File: src/rtl/ftdi_pkg.sv
// ftdi_pkg: shared types and defaults for the FTDI 245-FIFO bus responder.
//   ftdi_state_e       : responder bus FSM states
//   ftdi_byte_t        : one bus / FIFO byte
//   FTDI_DEPTH_DEF     : default byte FIFO depth
//   FTDI_RD_TURN_DEF   : default RXF# hold-off after RD# rises
//   FTDI_WR_TURN_DEF   : default TXE# hold-off after WR# rises
package ftdi_pkg;

   typedef enum logic [2:0] {
      ST_IDLE       = 3'd0,
      ST_RD_ACTIVE  = 3'd1,
      ST_RD_RECOVER = 3'd2,
      ST_WR_ACTIVE  = 3'd3,
      ST_WR_RECOVER = 3'd4
   } ftdi_state_e;

   typedef logic [7:0] ftdi_byte_t;

   localparam int FTDI_DEPTH_DEF   = 16;
   localparam int FTDI_RD_TURN_DEF = 2;
   localparam int FTDI_WR_TURN_DEF = 2;

   // True for the read-side states, used by the strobe-overlap checker.
   function automatic logic is_rd_state(input ftdi_state_e st);
      return (st == ST_RD_ACTIVE) || (st == ST_RD_RECOVER);
   endfunction

   // True for the write-side states, used by the strobe-overlap checker.
   function automatic logic is_wr_state(input ftdi_state_e st);
      return (st == ST_WR_ACTIVE) || (st == ST_WR_RECOVER);
   endfunction

endpackage

File: src/rtl/byte_fifo.sv
// byte_fifo: synchronous byte FIFO with registered count, no same-cycle bypass.
//   clock, reset       : rising-edge clock, synchronous active-high reset
//   push_i/push_data_i : push request and byte; accepted when push_ready_o
//   push_ready_o       : not full (forced 0 during reset)
//   pop_i              : pop request; performed when pop_valid_o
//   pop_data_o         : head byte
//   pop_valid_o        : not empty (forced 0 during reset)
module byte_fifo
   import ftdi_pkg::*;
#(
   parameter int DEPTH = FTDI_DEPTH_DEF
) (
   input  logic       clock,
   input  logic       reset,
   input  logic       push_i,
   input  ftdi_byte_t push_data_i,
   output logic       push_ready_o,
   input  logic       pop_i,
   output ftdi_byte_t pop_data_o,
   output logic       pop_valid_o
);

   localparam int AW = $clog2(DEPTH);
   localparam int CW = AW + 1;

   ftdi_byte_t       mem_q [DEPTH];
   logic [AW-1:0]    wr_ptr_q;
   logic [AW-1:0]    rd_ptr_q;
   logic [CW-1:0]    count_q;
   logic             push_fire_s;
   logic             pop_fire_s;

   assign push_ready_o = !reset && (count_q != CW'(DEPTH));
   assign pop_valid_o  = !reset && (count_q != {CW{1'b0}});
   assign push_fire_s  = push_i && push_ready_o;
   assign pop_fire_s   = pop_i && pop_valid_o;
   assign pop_data_o   = mem_q[rd_ptr_q];

   // Storage array; contents need no reset because the count gates visibility.
   always_ff @(posedge clock) begin
      if (push_fire_s) begin
         mem_q[wr_ptr_q] <= push_data_i;
      end
   end

   // Pointers wrap naturally at DEPTH (power of two); simultaneous push/pop keeps count.
   always_ff @(posedge clock) begin
      if (reset) begin
         wr_ptr_q <= {AW{1'b0}};
         rd_ptr_q <= {AW{1'b0}};
         count_q  <= {CW{1'b0}};
      end else begin
         if (push_fire_s) begin
            wr_ptr_q <= wr_ptr_q + {{(AW-1){1'b0}}, 1'b1};
         end
         if (pop_fire_s) begin
            rd_ptr_q <= rd_ptr_q + {{(AW-1){1'b0}}, 1'b1};
         end
         case ({push_fire_s, pop_fire_s})
            2'b10:   count_q <= count_q + {{(CW-1){1'b0}}, 1'b1};
            2'b01:   count_q <= count_q - {{(CW-1){1'b0}}, 1'b1};
            default: count_q <= count_q;
         endcase
      end
   end

endmodule

File: src/rtl/ftdi_fifo_responder.sv
// ftdi_fifo_responder: FTDI-side partner for the asynchronous 245 FIFO bus.
// Host bytes queue in the RX FIFO and are offered via RXF#/RD#; FPGA bytes are
// accepted via TXE#/WR# into the TX FIFO for the host to drain.
//   clock, reset                 : rising-edge clock, synchronous active-high reset
//   rd, wr                       : RD#, WR# from the FPGA (active low)
//   adbus_in                     : bus value driven by the FPGA
//   rxf, txe                     : RXF#, TXE# (active low, registered)
//   adbus_out, adbus_oe          : byte toward the FPGA and its drive enable
//   host_wr_data/valid/ready     : host push into the RX FIFO
//   host_rd_data/valid/ready     : host pop from the TX FIFO
//   proto_err                    : sticky protocol-violation flag
// Build option: define FTDI_RESP_CHECK_EN to enable the protocol checker;
// without it proto_err is tied low.
module ftdi_fifo_responder
   import ftdi_pkg::*;
#(
   parameter int DEPTH         = FTDI_DEPTH_DEF,
   parameter int RD_TURNAROUND = FTDI_RD_TURN_DEF,
   parameter int WR_TURNAROUND = FTDI_WR_TURN_DEF
) (
   input  logic       clock,
   input  logic       reset,
   input  logic       rd,
   input  logic       wr,
   input  ftdi_byte_t adbus_in,
   output logic       rxf,
   output logic       txe,
   output ftdi_byte_t adbus_out,
   output logic       adbus_oe,
   input  ftdi_byte_t host_wr_data,
   input  logic       host_wr_valid,
   output logic       host_wr_ready,
   output ftdi_byte_t host_rd_data,
   output logic       host_rd_valid,
   input  logic       host_rd_ready,
   output logic       proto_err
);

   ftdi_state_e state_q;
   logic        rxf_q;
   logic        txe_q;
   logic        adbus_oe_q;
   ftdi_byte_t  adbus_out_q;
   ftdi_byte_t  hold_q;
   logic [7:0]  turn_q;

   ftdi_byte_t  rx_head_s;
   logic        rx_valid_s;
   logic        tx_ready_s;
   logic        rx_pop_s;
   logic        tx_push_s;

   // The RX pop and TX push happen on the strobe-release edge itself.
   assign rx_pop_s  = (state_q == ST_RD_ACTIVE) && rd;
   assign tx_push_s = (state_q == ST_WR_ACTIVE) && wr;

   byte_fifo #(.DEPTH(DEPTH)) u_rx_fifo (
      .clock       (clock),
      .reset       (reset),
      .push_i      (host_wr_valid),
      .push_data_i (host_wr_data),
      .push_ready_o(host_wr_ready),
      .pop_i       (rx_pop_s),
      .pop_data_o  (rx_head_s),
      .pop_valid_o (rx_valid_s)
   );

   byte_fifo #(.DEPTH(DEPTH)) u_tx_fifo (
      .clock       (clock),
      .reset       (reset),
      .push_i      (tx_push_s),
      .push_data_i (hold_q),
      .push_ready_o(tx_ready_s),
      .pop_i       (host_rd_ready),
      .pop_data_o  (host_rd_data),
      .pop_valid_o (host_rd_valid)
   );

   // Bus FSM with registered strobes; read wins when RD# and WR# arrive together.
   always_ff @(posedge clock) begin
      if (reset) begin
         state_q     <= ST_IDLE;
         rxf_q       <= 1'b1;
         txe_q       <= 1'b1;
         adbus_oe_q  <= 1'b0;
         adbus_out_q <= 8'h00;
         hold_q      <= 8'h00;
         turn_q      <= 8'h00;
      end else begin
         case (state_q)
            ST_IDLE: begin
               if (!rd && !rxf_q) begin
                  state_q     <= ST_RD_ACTIVE;
                  adbus_oe_q  <= 1'b1;
                  adbus_out_q <= rx_head_s;
                  rxf_q       <= 1'b0;
                  txe_q       <= 1'b1;
               end else if (!wr && !txe_q) begin
                  state_q <= ST_WR_ACTIVE;
                  hold_q  <= adbus_in;
                  rxf_q   <= 1'b1;
                  txe_q   <= 1'b1;
               end else begin
                  rxf_q <= !rx_valid_s;
                  txe_q <= !tx_ready_s;
               end
            end
            ST_RD_ACTIVE: begin
               if (rd) begin
                  state_q    <= ST_RD_RECOVER;
                  adbus_oe_q <= 1'b0;
                  rxf_q      <= 1'b1;
                  turn_q     <= 8'(RD_TURNAROUND - 1);
               end else begin
                  state_q <= ST_RD_ACTIVE;
               end
            end
            ST_WR_ACTIVE: begin
               if (wr) begin
                  state_q <= ST_WR_RECOVER;
                  turn_q  <= 8'(WR_TURNAROUND - 1);
               end else begin
                  hold_q <= adbus_in;
               end
            end
            ST_RD_RECOVER, ST_WR_RECOVER: begin
               // Strobes are re-evaluated from the FIFO state on the return edge.
               if (turn_q == 8'h00) begin
                  state_q <= ST_IDLE;
                  rxf_q   <= !rx_valid_s;
                  txe_q   <= !tx_ready_s;
               end else begin
                  turn_q <= turn_q - 8'h01;
               end
            end
            default: begin
               state_q    <= ST_IDLE;
               adbus_oe_q <= 1'b0;
               rxf_q      <= 1'b1;
               txe_q      <= 1'b1;
            end
         endcase
      end
   end

   assign rxf       = rxf_q;
   assign txe       = txe_q;
   assign adbus_oe  = adbus_oe_q;
   assign adbus_out = adbus_out_q;

`ifdef FTDI_RESP_CHECK_EN
   logic       proto_err_q;
   ftdi_byte_t adbus_in_prev_q;
   logic       both_low_s;
   logic       rd_in_wr_s;
   logic       wr_in_rd_s;
   logic       contention_s;

   // Classify each violation separately so the assertions can name them.
   always_comb begin
      both_low_s   = !rd && !wr;
      rd_in_wr_s   = !rd && is_wr_state(state_q);
      wr_in_rd_s   = !wr && is_rd_state(state_q);
      contention_s = adbus_oe_q && (adbus_in != adbus_in_prev_q);
   end

   // Sticky error flag plus the previous bus value for contention detection.
   always_ff @(posedge clock) begin
      if (reset) begin
         proto_err_q     <= 1'b0;
         adbus_in_prev_q <= 8'h00;
      end else begin
         proto_err_q     <= proto_err_q | both_low_s | rd_in_wr_s | wr_in_rd_s | contention_s;
         adbus_in_prev_q <= adbus_in;
      end
   end

   assign proto_err = proto_err_q;

`ifndef SYNTHESIS
   // Simulation-only notices on each protocol violation.
   always @(posedge clock) begin
      if (!reset) begin
         assert (!both_low_s)   else $warning("ftdi: RD# and WR# low together");
         assert (!rd_in_wr_s)   else $warning("ftdi: RD# low during write cycle");
         assert (!wr_in_rd_s)   else $warning("ftdi: WR# low during read cycle");
         assert (!contention_s) else $warning("ftdi: bus contention on ADBUS");
      end
   end
`endif
`else
   assign proto_err = 1'b0;
`endif

endmodule

File: config.mk
export PLATFORM = sky130hd
export DESIGN_NAME = ftdi_fifo_responder
export DESIGN_NICKNAME = d
export VERILOG_FILES = /design/src/rtl/ftdi_pkg.sv /design/src/rtl/byte_fifo.sv /design/src/rtl/ftdi_fifo_responder.sv
export SDC_FILE = /design/constraint.sdc
export NUM_CORES = 1
export LEC_CHECK = 0
export CAP_MARGIN = 0
export CORE_MARGIN = 2
export CORE_UTILIZATION = 35
export DETAILED_ROUTE_END_ITERATION = 10
export PLACE_DENSITY_LB_ADDON = 0.12
export SYNTH_ARGS = -nofsm -noshare
export SYNTH_HDL_FRONTEND = slang
export SYNTH_SLANG_ARGS = --single-unit
File: constraint.sdc
create_clock -name clock -period 3.4 [get_ports clock]
set_clock_uncertainty 0.15 [all_clocks]
set_input_delay 0.85 -clock clock [delete_from_list [all_inputs] [get_ports clock]]
set_output_delay 0.85 -clock clock [all_outputs]
set_load 0.03 [all_outputs]
[After elaboration in Yosys (flattened, before gate mapping)]
Memories as Yosys holds them, arrays and structs flattened. A register that Yosys moved wholly into a read port is not among the register bits.
Index checks and enable logic that the tools add are counted.
Operators by class
  add/sub/neg operators: 9
  equality and inequality tests: 19
  multiplexer cells: 34
  bitwise gates (word level): 3
  reductions and logical operators: 37
Operators with widths (number)
  8-bit 2-to-1 mux: 6
  8-bit case mux with 3 select lines: 1
  5-bit case mux with 2 select lines: 2
  4-bit by 1-bit adder with 4-bit output, second input constant: 4
  2-bit inequality test, second input constant: 8
  8-bit case mux with 2 select lines: 1
  1-bit 2-to-1 mux: 13
  1-bit logical AND: 12
  3-bit 2-to-1 mux: 4
  3-bit case mux with 4 select lines: 1
  5-bit by 1-bit adder with 5-bit output, second input constant: 2
  5-bit inequality test, second input constant: 2
  5-bit nonzero test: 2
  5-bit by 1-bit subtractor with 5-bit output, second input constant: 2
  3-bit AND reduction: 3
  8-bit logical NOT: 1
  4-bit 2-to-1 mux: 2
  4-bit AND reduction: 2
  8-bit by 1-bit subtractor with 8-bit output, second input constant: 1
  1-bit logical NOT: 7
  3-bit by 2-bit == test with 1-bit output, second input constant: 2
  1-bit case mux with 3 select lines: 2
  2-bit nonzero test: 3
  2-bit by 1-bit == test with 1-bit output, second input constant: 2
  other kinds (12): 17
Storage, ports and cells
  bits in registers: 48
  memory bits (writable): 256
  output and inout port bits: 22
  memories kept: 2
Memories
  u_rx_fifo.mem_q: words 16, bits a word 8, read ports 1, clocked after memory_dff 1, write ports 1, RTL line byte_fifo.sv:26  | ftdi_byte_t mem_q [DEPTH];
  u_tx_fifo.mem_q: words 16, bits a word 8, read ports 1, clocked after memory_dff 1, write ports 1, RTL line byte_fifo.sv:26

[Depth between registers and ports, before layout]
Gate-level depths: netlist of run 1.
  word-level depth: 6
  mapped depth: 13
  gate-level depth less buffers: 12

[By module]
From an unflattened synthesis of run 1, not the netlist that was laid out.
Second synthesis, totals
  cells, all modules: 791
  area, all modules: 13523.0 um^2
Modules (own cells, without submodules)
  byte_fifo at u_rx_fifo: instances 1, cells an instance 307, area each 6005.8 um^2, seq. area each 4184.0 um^2
  byte_fifo at u_tx_fifo: instances 1, cells an instance 307, area each 6002.0 um^2, seq. area each 4184.0 um^2
  ftdi_fifo_responder: instances 1, cells an instance 177, area each 1515.2 um^2, seq. area each 600.6 um^2

[Worst setup path before layout of run 1]
Ideal clock, no wire load.
  path kind: input port to flip-flop
  from: input port reset
  to: register u_tx_fifo.count_q[4]
  setup time: 0.128 ns
  arrival time: 3.229 ns
  data required time: 3.122 ns
  slack: -0.106 ns
  stages: 12
  cell sequence: clkbuf_1 -> clkbuf_1 -> buf_1 -> nor2_1 -> ha_1 -> xor2_1 -> ha_1 -> nor2b_1 -> o32a_1 -> a31oi_1 -> xnor2_1 -> nor2_1
Between the ends
  word-level cells in the longest chain between the ends: 5
  elaborated cells between the ends (all ways): 9
  those cells by class: eq/ne: 2; mux: 1; reduce/logical: 6
RTL lines
  start: declaration: RTL line ftdi_fifo_responder.sv:22  | input logic reset,
  1-bit logical NOT: RTL line byte_fifo.sv:33, byte_fifo.sv:34
  1-bit logical AND (on tied branches): RTL line byte_fifo.sv:34, byte_fifo.sv:33
  1-bit logical AND (on tied branches): RTL line byte_fifo.sv:36, byte_fifo.sv:35
  2-bit by 1-bit == test with 1-bit output or 2-bit == test (tied branches): RTL line byte_fifo.sv:59  | case ({push_fire_s, pop_fire_s})
  5-bit case mux with 2 select lines or 2-bit nonzero test (tied branches)
  end signal: assignment: RTL line byte_fifo.sv:60  | 2'b10: count_q <= count_q + {{(CW-1){1'b0}}, 1'b1};
  end signal: assignment: RTL line byte_fifo.sv:61  | 2'b01: count_q <= count_q - {{(CW-1){1'b0}}, 1'b1};
  end signal: assignment: RTL line byte_fifo.sv:62  | default: count_q <= count_q;
  end: declaration: RTL line byte_fifo.sv:29  | logic [CW-1:0] count_q;
Parallel ways exist; a longest one is shown, timed or not.
A chain may end at the register's enable or synchronous reset.

==> summary.md, run 1 <==
| Metric | Value |
|---|---|
| Outcome | `finished, final reports clean` |
| Synth Register Bits | `316` |
| Placer Congestion | `0.724` |
| Average size of a mapped cell | `16.8 µm²` |
| Io pins | `44` |
| Placed cell area | `14200 µm²` |
| RR Endpoint | `u_tx_fifo.count_q[4]$_SDFFE_PP0P_` |
| Buf/Inv on CP | `3` |
| Vias in the first global route | `7436` |
| Die footprint | `38700 µm²` |
| Final critical-path required period | `3350 ps` |
| Design area | `between 15000 and 20000 µm²` |
| Crit path max fanout | `6` |
| # diodes | `0` |
| RSZ-0062 raised after global routing | `yes` |
| Final core utilization | `0.424` |
| Crit end category | `primary output` |
| Synthesized cell area | `approximately 13000 µm²` |
| Share of cells above drive strength 1 | `0.244` |
| Vias | `6994` |
| Worst setup path end | `host_rd_data[1]` |
| Die H | `197 µm` |
| Main synth FF type | `edfxtp_1` |
| Aggregate global routing overflow | `0` |
| Synth warn | `0` |
| Slowest stage delay, CP | `slightly above 500 ps` |
| Fin crit share | `0.984` |
| CTS Buf Count | `36` |
| CP max stage cell | `mux4_2` |
| Synthesis-to-layout area growth | `19.3%` |
| Initial drt markers | `402` |
| Drt via density | `5.10` |
| Clk sinks | `between 300 and 400` |
| First-pass GRT wire length | `43600 µm` |
| Netlist cell types | `62` |
| Commonest non-fill, non-tap cells in the layout | `256 x edfxtp_1, 72 x mux4_2, 64 x buf_4` |
| Num rows | `70` |
| FMAX | `299 MHz` |
| Register area share after synthesis | `0.683` |
| H-tree depth | `2` |
| Clock slew at reported path FFs | `60 ps` |
| Number of synthesized flops with an enable pin | `256` |
| Layout net count | `916` |
| Initial Utilization | `0.355` |
| Clock Latency Late Sink | `520 ps` |
| WS Path Type | `reg2out` |
| Tightest Pin Transition | `a little over 800 ps` |
| Gr usage total | `0.149` |
| Final hold viol count | `0` |
| Drt drc | `0` |
| Final Max Tran Viols | `0` |
| Hold Crit Class | `reg2reg` |
| Peak supply drop | `0.274 mV` |
| Power Density | `601 nW/µm²` |
| DRT antenna net count | `0` |
| Async SR Flop Fraction | `0` |
| TritonCTS clock tree | `done` |
| Detailed-router iteration count before antenna repair | `4` |
| Syn Inst Count | `774` |
| Setup crit start kind | `flop` |
| Syn nets | `815` |
| Hold_buf cts | `0` |
| Most common cell after layout, fill and taps aside | `edfxtp_1` |
| Worst Path Required | `~2400 ps` |
| Cells on worst reg2reg path | `12` |
| Largest net degree at the start of global routing | `33` |
| DP Wirelength | `roughly 19000 µm` |
| IO Port Bufs | `42` |
| Clock Path Buffers | `3` |
| Worst path depth | `5` |
| Pleak | `5.17 nW` |
| Final setup viols | `0` |
| DRT Wirelength | `between 20000 and 30000 µm` |
| Worst r2r src | `u_tx_fifo.count_q[1]$_SDFFE_PP0P_` |
| Die X | `197 µm` |
| Max-Cap Viols | `0` |
| R2R Setup Slk | `between 600 and 700 ps` |
| Max_slew headroom | `0.449` |
| Crit path arrival time | `between 2000 and 2500 ps` |
| Family with the most delay on the worst path | `multiplexers` |
| Initial antenna violation count | `0` |
| Core area | `36600 µm²` |
| DR WL/cell | `roughly 20 µm` |
| Root buf cell | `clkbuf_16` |
| Crit path cell chain | `buf_4, buf_6, mux4_2, mux4_2, buf_6` |
==> timing repair <==
| action | in CTS | in global routing |
|---|---|---|
| gates resized for setup | 11 | 2 |
| buffers inserted | 3 | 1 |
| gates cloned | 0 | 0 |
| setup endpoints to repair | 8 | 6 |
==> cells by family after synthesis <==
group / after synthesis / share of synthesized area
simple gates: 176 / 0.0704
mux: 100 / 0.146
compound gates: 81 / 0.0435
buf+inv: 61 / 0.0245
flops: 316 / 0.683
fa+ha+maj: 19 / 0.0183
other cells: 1 / 0.000288
xor+xnor: 20 / 0.0135
==> sequential cells by signal, summed over array words and instances (netlist names), 5 cells and up, named ones only <==
| signal | count |
|---|---|
| u_tx_fifo.count_q | 5 |
| adbus_out | 8 |
| u_rx_fifo.count_q | 5 |
| hold_q | 8 |
| u_rx_fifo.mem_q | 128 |
| u_tx_fifo.mem_q | 128 |
| turn_q | 8 |
==> how the worst min path moves through the flow <==
stage,start,endpoint,cells past startpoint
CTS,adbus_out[7]$_SDFFE_PP0P_,adbus_out[7]$_SDFFE_PP0P_,1
global route,adbus_out[7]$_SDFFE_PP0P_,adbus_out[7]$_SDFFE_PP0P_,1
global placement,turn_q[7]$_SDFFE_PP0P_,turn_q[7]$_SDFFE_PP0P_,2
detailed placement,adbus_out[7]$_SDFFE_PP0P_,adbus_out[7]$_SDFFE_PP0P_,1
finish,adbus_out[7]$_SDFFE_PP0P_,adbus_out[7]$_SDFFE_PP0P_,1
floorplan,turn_q[7]$_SDFFE_PP0P_,turn_q[7]$_SDFFE_PP0P_,2
==> Yosys cell counts (8+ instances only) <==
cell | number | area, µm²
buf_2 | 9 | 45.0
ha_1 | 19 | 238
edfxtp_1 | 256 | 7690
xor2_1 | 11 | 96.3
nand2_1 | 34 | 128
nand2b_1 | 10 | 62.6
a31o_1 | 8 | 70.1
mux2i_1 | 27 | 270
nor2_1 | 55 | 206
nor3_1 | 19 | 95.1
buf_1 | 10 | 37.5
inv_1 | 16 | 60.1
o22ai_1 | 11 | 68.8
dfxtp_1 | 60 | 1200
clkbuf_1 | 15 | 56.3
or3_1 | 8 | 50.1
mux4_2 | 72 | 1620
buf_6 | 10 | 113
xnor2_1 | 9 | 78.8
a21oi_1 | 23 | 115
==> through the flow <==
| step | instances | setup TNS (ps) | setup slack [ps] | hold WS, ps | total power, mW |
|---|---|---|---|---|---|
| 2_1_floorplan | 774 | 0 | 111 | 301 | 5.11 |
| 3_5_place_dp | 1301 | 0 | 42.7 | 318 | 5.39 |
| 4_1_cts | 1370 | 0 | 3.55 | 336 | 9.46 |
| 6_report | 1371 | 0 | 54.5 | 332 | 9.33 |
| 3_3_place_gp | 1301 | 0 | 69.4 | 310 | 5.34 |
| 5_1_grt | 1371 | -36.3 | -13.7 | 354 | 9.71 |
==> routing by layer <==
layer	track usage	vias up	wire length [µm]
met4	0.0540	0	836
met3	0.0248	59	1040
met1	0.181	3561	11700
met5	0	-	0
li1	-	3238	-
met2	0.266	136	14300
==> final cells by class <==
type | count | area, µm²
inverters | 16 | 60.1
well taps | 468 | 586
flip-flops and latches | 316 | 8890
clock buffers | 45 | 986
multi-input cells | 397 | 3800
fillers | 3276 | 21100
clock inverters | 21 | 260
repair buffers | 108 | 937
==> power breakdown <==
group          internal, mW  switching [mW]
Clock                  2.52            1.51
Sequential             4.34           0.174
Combinational         0.331           0.464
Power figures use the tool's default switching activity.
==> run 2: changes to the inputs <==
- clock period: 3.4 -> 3.5 ns (I/O delays scaled with it)
==> summary.md, run 2 (same netlist as run 1, synthesis figures left out) <==
| Metric | Value |
|---|---|
| Min-Delay Path Depth | `1 (unchanged)` |
| DRT Wirelength | `27700 µm (-0.71%)` |
| Io pins | `44 (unchanged)` |
| Crit path arrival time | `2380 ps (+30 ps)` |
| DR WL/cell | `20.4 µm (+0.39%)` |
| WS Path Type | `reg2out` |
| Vias in the first global route | `7264 (-2.3%)` |
| RSZ-0062 raised after global routing | `no` |
| Setup TNS Final | `0 ps (unchanged)` |
| Cells on worst reg2reg path | `12 (unchanged)` |
| Layout net count | `903 (-1.4%)` |
| Max_slew headroom | `0.467 (+0.0181)` |
| Synthesis-to-layout area growth | `18.4%` |
| Commonest non-fill, non-tap cells in the layout | `256 x edfxtp_1, 72 x mux4_2, 58 x dfxtp_1` |
| Clock Path Buffers | `3 (unchanged)` |
| Setup crit start kind | `flop` |
| DRT antenna net count | `0 (unchanged)` |
| Detailed-router iteration count before antenna repair | `4 (unchanged)` |
| First-pass GRT wire length | `43100 µm (-1.0%)` |
| # fillers | `3233 (-1.3%)` |
| DP Cell Count | `1288 (-1.0%)` |
| Largest net degree at the start of global routing | `33 (unchanged)` |
| CP max stage cell | `mux4_2` |
| Crit path cell chain | `buf_12, buf_12, mux4_2, mux4_2, buf_4` |
| Worst Path Required | `2470 ps (+70 ps)` |
| # diodes | `0 (unchanged)` |
| Buf/Inv on CP | `3 (unchanged)` |
| Fin crit share | `0.974` |
| Root buf cell | `clkbuf_16` |
| DP Wirelength | `18200 µm (-2.3%)` |
| Drt drc | `0 (unchanged)` |
| Most common cell after layout, fill and taps aside | `edfxtp_1` |
| Family with the most delay on the worst path | `multiplexers` |
| Slowest stage delay, CP | `570 ps (+60 ps)` |
| Vias | `6957 (-0.53%)` |
| IO Port Bufs | `42 (unchanged)` |
| Pleak | `5.07 nW (-1.9%)` |
| H-tree depth | `2 (unchanged)` |
| Placer Congestion | `0.746 (+3.0%)` |
| TritonCTS clock tree | `done` |
| Initial drt markers | `391 (-2.7%)` |
| Clock slew at reported path FFs | `60 ps (about the same)` |
| Biggest regs | `u_rx_fifo.mem_q: 128 flops, u_tx_fifo.mem_q: 128 flops` |
| Final setup viols | `0 (unchanged)` |
| Final hold viol count | `0 (unchanged)` |
| Num rows | `70 (unchanged)` |
| Clk sinks | `316 (unchanged)` |
| Tightest Pin Transition | `800 ps (-26.0 ps)` |
| Drt via density | `5.13 (+0.57%)` |
| Die X | `197 µm (unchanged)` |
| Power Density | `577 nW/µm² (-4.1%)` |
| Peak supply drop | `0.382 mV (+39%)` |
| Outcome | `finished, final reports clean` |
| Initial Utilization | `0.355 (unchanged)` |
| Setup WS post-layout | `91.9 ps (+37.3 ps)` |
| Placed cell area | `14100 µm² (-0.44%)` |
| Clock Latency Late Sink | `520 ps (about the same)` |
| Gr usage total | `0.147 (-0.00178)` |
| Hold_buf cts | `0 (unchanged)` |
| Post-Place Setup Slack | `90.2 ps (+47.5 ps)` |
| Worst r2r src | `u_tx_fifo.count_q[1]$_SDFFE_PP0P_` |
| R2R Setup Slk | `750 ps (+90 ps)` |
| Final critical-path required period | `3410 ps` |
| Post-Layout Cell Count | `1356 (-1.1%)` |
| Core area | `36600 µm² (unchanged)` |
| Hold EP | `adbus_out[5]$_SDFFE_PP0P_` |
| Initial antenna violation count | `0 (unchanged)` |
| Max-Cap Viols | `0 (unchanged)` |
| Crit path max fanout | `9 (+3)` |
| Crit end category | `primary output` |
| RR Endpoint | `u_tx_fifo.count_q[4]$_SDFFE_PP0P_` |
| Aggregate global routing overflow | `0 (unchanged)` |
| Final hold slack | `336 ps (+3.89 ps)` |
| Design area | `15400 µm² (-0.83%)` |
| Die H | `197 µm (unchanged)` |
| FMAX | `between 200 and 300 MHz` |
| CTS Buf Count | `35 (-2.8%)` |
| Hold Startpoint | `adbus_out[5]$_SDFFE_PP0P_` |
| Share of cells above drive strength 1 | `0.226 (-0.0173)` |
| Design Power | `8.88 mW (-4.9%)` |
| Hold Crit Class | `reg2reg` |
| Final core utilization | `0.421 (-0.00352)` |
| Die footprint | `38700 µm² (unchanged)` |
| Final Max Tran Viols | `0 (unchanged)` |
==> run 2: repair_timing <==
action                                  CTS  global route
resized for setup                         1             1
cloned                                    1             0
endpoints found under the setup margin    8             5
buffers inserted                          3             1
==> run 2: layout make-up <==
type,count,area [µm²],area share
well taps,468,586,0.0380
clock inverters,12,143,0.00926
flip-flops and latches,316,8890,0.578
inverters,16,60.1,0.00390
repair buffers,96,883,0.0574
clock buffers,51,1030,0.0669
multi-input cells,397,3800,0.247
==> run 2: worst max-delay path by stage <==
stage	startpoint	to	slack, ps	cells after the start
floorplan	reset	u_tx_fifo.count_q[4]$_SDFFE_PP0P_	30	12
global placement	wr	u_tx_fifo.count_q[4]$_SDFFE_PP0P_	140	11
detailed placement	wr	u_tx_fifo.count_q[4]$_SDFFE_PP0P_	90	11
CTS	flop	host_rd_data[7]	9	4
global route	flop	host_rd_data[0]	10	5
finish	flop	host_rd_data[0]	90	5
==> run 2: power by group <==
| group | switching [mW] | internal, mW |
|---|---|---|
| Clock | 1.44 | 2.27 |
| Sequential | 0.173 | 4.22 |
| Combinational | 0.453 | 0.322 |
| Total | 2.07 | 6.81 |
==> run 2: per-layer routing <==
layer,part of all wire,global-route usage,wire [µm]
met5,0,0,0
met4,0.021,0.0409,571
met1,0.44,0.188,12100
met2,0.51,0.257,14000
met3,0.037,0.0260,1030
==> run 2: worst reg2reg max path, cell delays in order, from the launching register on <==
cell,delay [ps]
dfxtp_1,400
nor4_4,400
nand2_1,90
nand2_1,100
nor2_1,60
ha_1,230
xor2_1,150
ha_1,250
nor2b_1,140
o32a_1,300
a31oi_1,180
xnor2_1,160
nor2_1,50
==> run 3: changes to the inputs <==
--- a/config.mk
+++ b/config.mk
@@ -7,2 +7,3 @@
 export LEC_CHECK = 0
+export ABC_CLOCK_PERIOD_IN_PS = 3500
 export CAP_MARGIN = 0
==> constraint.sdc (replaced) <==
create_clock -name clock -period 3.5 [get_ports clock]
set_clock_uncertainty 0.15 [all_clocks]
set_input_delay 1.05 -clock clock [delete_from_list [all_inputs] [get_ports clock]]
set_output_delay 1.05 -clock clock [all_outputs]
set_load 0.03 [all_outputs]
==> summary.md, run 3 (same netlist as run 1, synthesis figures left out) <==
| Metric | Value |
|---|---|
| Violations in the final reports | `setup timing` |
| Synthesis-to-layout area growth | `18.2% (about the same)` |
| Die footprint | `38700 µm² (unchanged)` |
| Placed cell area | `14200 µm² (+0.44%)` |
| Setup crit start kind | `flop` |
| Max-Cap Viols | `0 (unchanged)` |
| Worst Path Required | `2300 ps (-170 ps)` |
| IO Port Bufs | `42 (unchanged)` |
| Design Power | `8.50 mW (-4.3%)` |
| Slowest stage delay, CP | `540 ps (-30 ps)` |
| RSZ-0062 raised after global routing | `yes` |
| Max_slew headroom | `0.441 (-0.0263)` |
| Placer Congestion | `0.762 (+2.3%)` |
| Crit path max fanout | `7 (-2)` |
| First-pass GRT wire length | `43500 µm (+0.94%)` |
| Num rows | `70 (unchanged)` |
| Crit path arrival time | `2360 ps (-20 ps)` |
| # diodes | `0 (unchanged)` |
| DP Wirelength | `18600 µm (+2.1%)` |
| DR WL/cell | `20.5 µm (+0.56%)` |
| Die H | `197 µm (unchanged)` |
| Clock slew at reported path FFs | `50 ps (about the same)` |
| H-tree depth | `2 (unchanged)` |
| Detailed-router iteration count before antenna repair | `5 (+1)` |
| WS Path Type | `reg2out` |
| Aggregate global routing overflow | `0 (unchanged)` |
| Share of cells above drive strength 1 | `0.234 (+0.00783)` |
| Initial drt markers | `349 (-11%)` |
| Core area | `36600 µm² (unchanged)` |
| Clk sinks | `316 (unchanged)` |
| Initial antenna violation count | `0 (unchanged)` |
| Final critical-path required period | `3560 ps (+148 ps)` |
| Io pins | `44 (unchanged)` |
| Tightest Pin Transition | `839 ps (+39.5 ps)` |
| DRT Wirelength | `28100 µm (+1.5%)` |
| Gr usage total | `0.150 (+0.00258)` |
| Most common cell after layout, fill and taps aside | `edfxtp_1` |
| Buf/Inv on CP | `3 (unchanged)` |
| DRT antenna net count | `0 (unchanged)` |
| Outcome | `finished, violations left` |
| Initial Utilization | `0.355 (unchanged)` |
| Die X | `197 µm (unchanged)` |
| Crit end category | `primary output` |
| Cells on worst reg2reg path | `10 (-2)` |
| Drt drc | `0 (unchanged)` |
| Final setup viols | `7 (+7)` |
| Pleak | `5.09 nW (+0.26%)` |
| Vias in the first global route | `7434 (+2.3%)` |
| Worst path depth | `5 (unchanged)` |
| Drt via density | `5.16 (+0.59%)` |
| Biggest regs | `u_rx_fifo.mem_q: 128 flops, u_tx_fifo.mem_q: 128 flops` |
| Fin crit share | `1.02 (+0.0422)` |
| Largest net degree at the start of global routing | `33 (unchanged)` |
| Final hold viol count | `0 (unchanged)` |
| Family with the most delay on the worst path | `multiplexers` |
| CTS Buf Count | `36 (+2.9%)` |
| Commonest non-fill, non-tap cells in the layout | `256 x edfxtp_1, 72 x mux4_2, 60 x buf_4` |
| CP max stage cell | `mux4_2` |
| Final Max Tran Viols | `0 (unchanged)` |
| Clock Latency Late Sink | `530 ps (about the same)` |
| Vias | `7065 (+1.6%)` |
| Setup WS post-layout | `-56.0 ps (-148 ps)` |
| TritonCTS clock tree | `done` |
| Min-Delay Path Depth | `1 (unchanged)` |
| Layout net count | `916 (+1.4%)` |
| Power Density | `553 nW/µm² (-4.2%)` |
| Root buf cell | `clkbuf_16` |
| Peak supply drop | `0.338 mV (-12%)` |
| Design area | `15400 µm² (about the same)` |
| Hold Crit Class | `reg2reg` |
| Clock Path Buffers | `3 (unchanged)` |
| FMAX | `281 MHz (-4.2%)` |
| Crit path cell chain | `buf_12, buf_12, mux4_2, mux4_2, buf_6` |
==> run 3: path summary, 6_finish.rpt <==
path,start,endpoint,slack (ps)
min reg2reg,adbus_out[7]$_SDFFE_PP0P_,adbus_out[7]$_SDFFE_PP0P_,320
max reg2reg,state_q[1]$_SDFFE_PP0P_,u_tx_fifo.count_q[4]$_SDFFE_PP0P_,720
min,adbus_out[7]$_SDFFE_PP0P_,adbus_out[7]$_SDFFE_PP0P_,320
max,flop,host_rd_data[0],-60
==> run 3: metal layers <==
metal	share of wire	vias up	routed length, µm	GRT usage
met5	0	-	0	0
met4	0.028	0	791	0.0540
met3	0.042	47	1190	0.0250
met2	0.51	151	14400	0.265
met1	0.42	3615	11800	0.185
li1	-	3252	-	-
==> run 3: final cells by class <==
cell class / instances / area, µm²
fillers: 3274 / 21200
clock buffers: 47 / 942
inverters: 16 / 60.1
well taps: 468 / 586
flip-flops and latches: 316 / 8890
clock inverters: 17 / 114
repair buffers: 108 / 985
multi-input cells: 397 / 3800
==> run 3: timing repair <==
| item | 4_1_cts | 5_1_grt |
|---|---|---|
| hold buffers | 0 | 0 |
| gates resized for setup | 20 | 2 |
| endpoints found under the setup margin | 8 | 8 |
| setup buffers | 3 | 0 |
| pin swaps | 0 | 0 |
| gates cloned | 1 | 0 |
==> run 3: metrics by stage <==
step	instances	hold WS, ps	worst slack (ps)	util	TNS [ps]
floorplan	774	301	11.4	-	0
global placement	1301	311	-28.0	0.388	-28.0
detailed placement	1301	318	-55.2	0.388	-97.2
CTS	1369	331	-100	0.420	-651
global route	1369	357	-135	0.420	-769
finish	1369	324	-56.0	0.420	-315
==> run 3: power by group <==
group	switching (mW)	total [mW]	leakage [nW]	internal [mW]
Combinational	0.435	0.758	1.75	0.323
Clock	1.43	3.34	0.514	1.91
Sequential	0.180	4.40	2.82	4.22
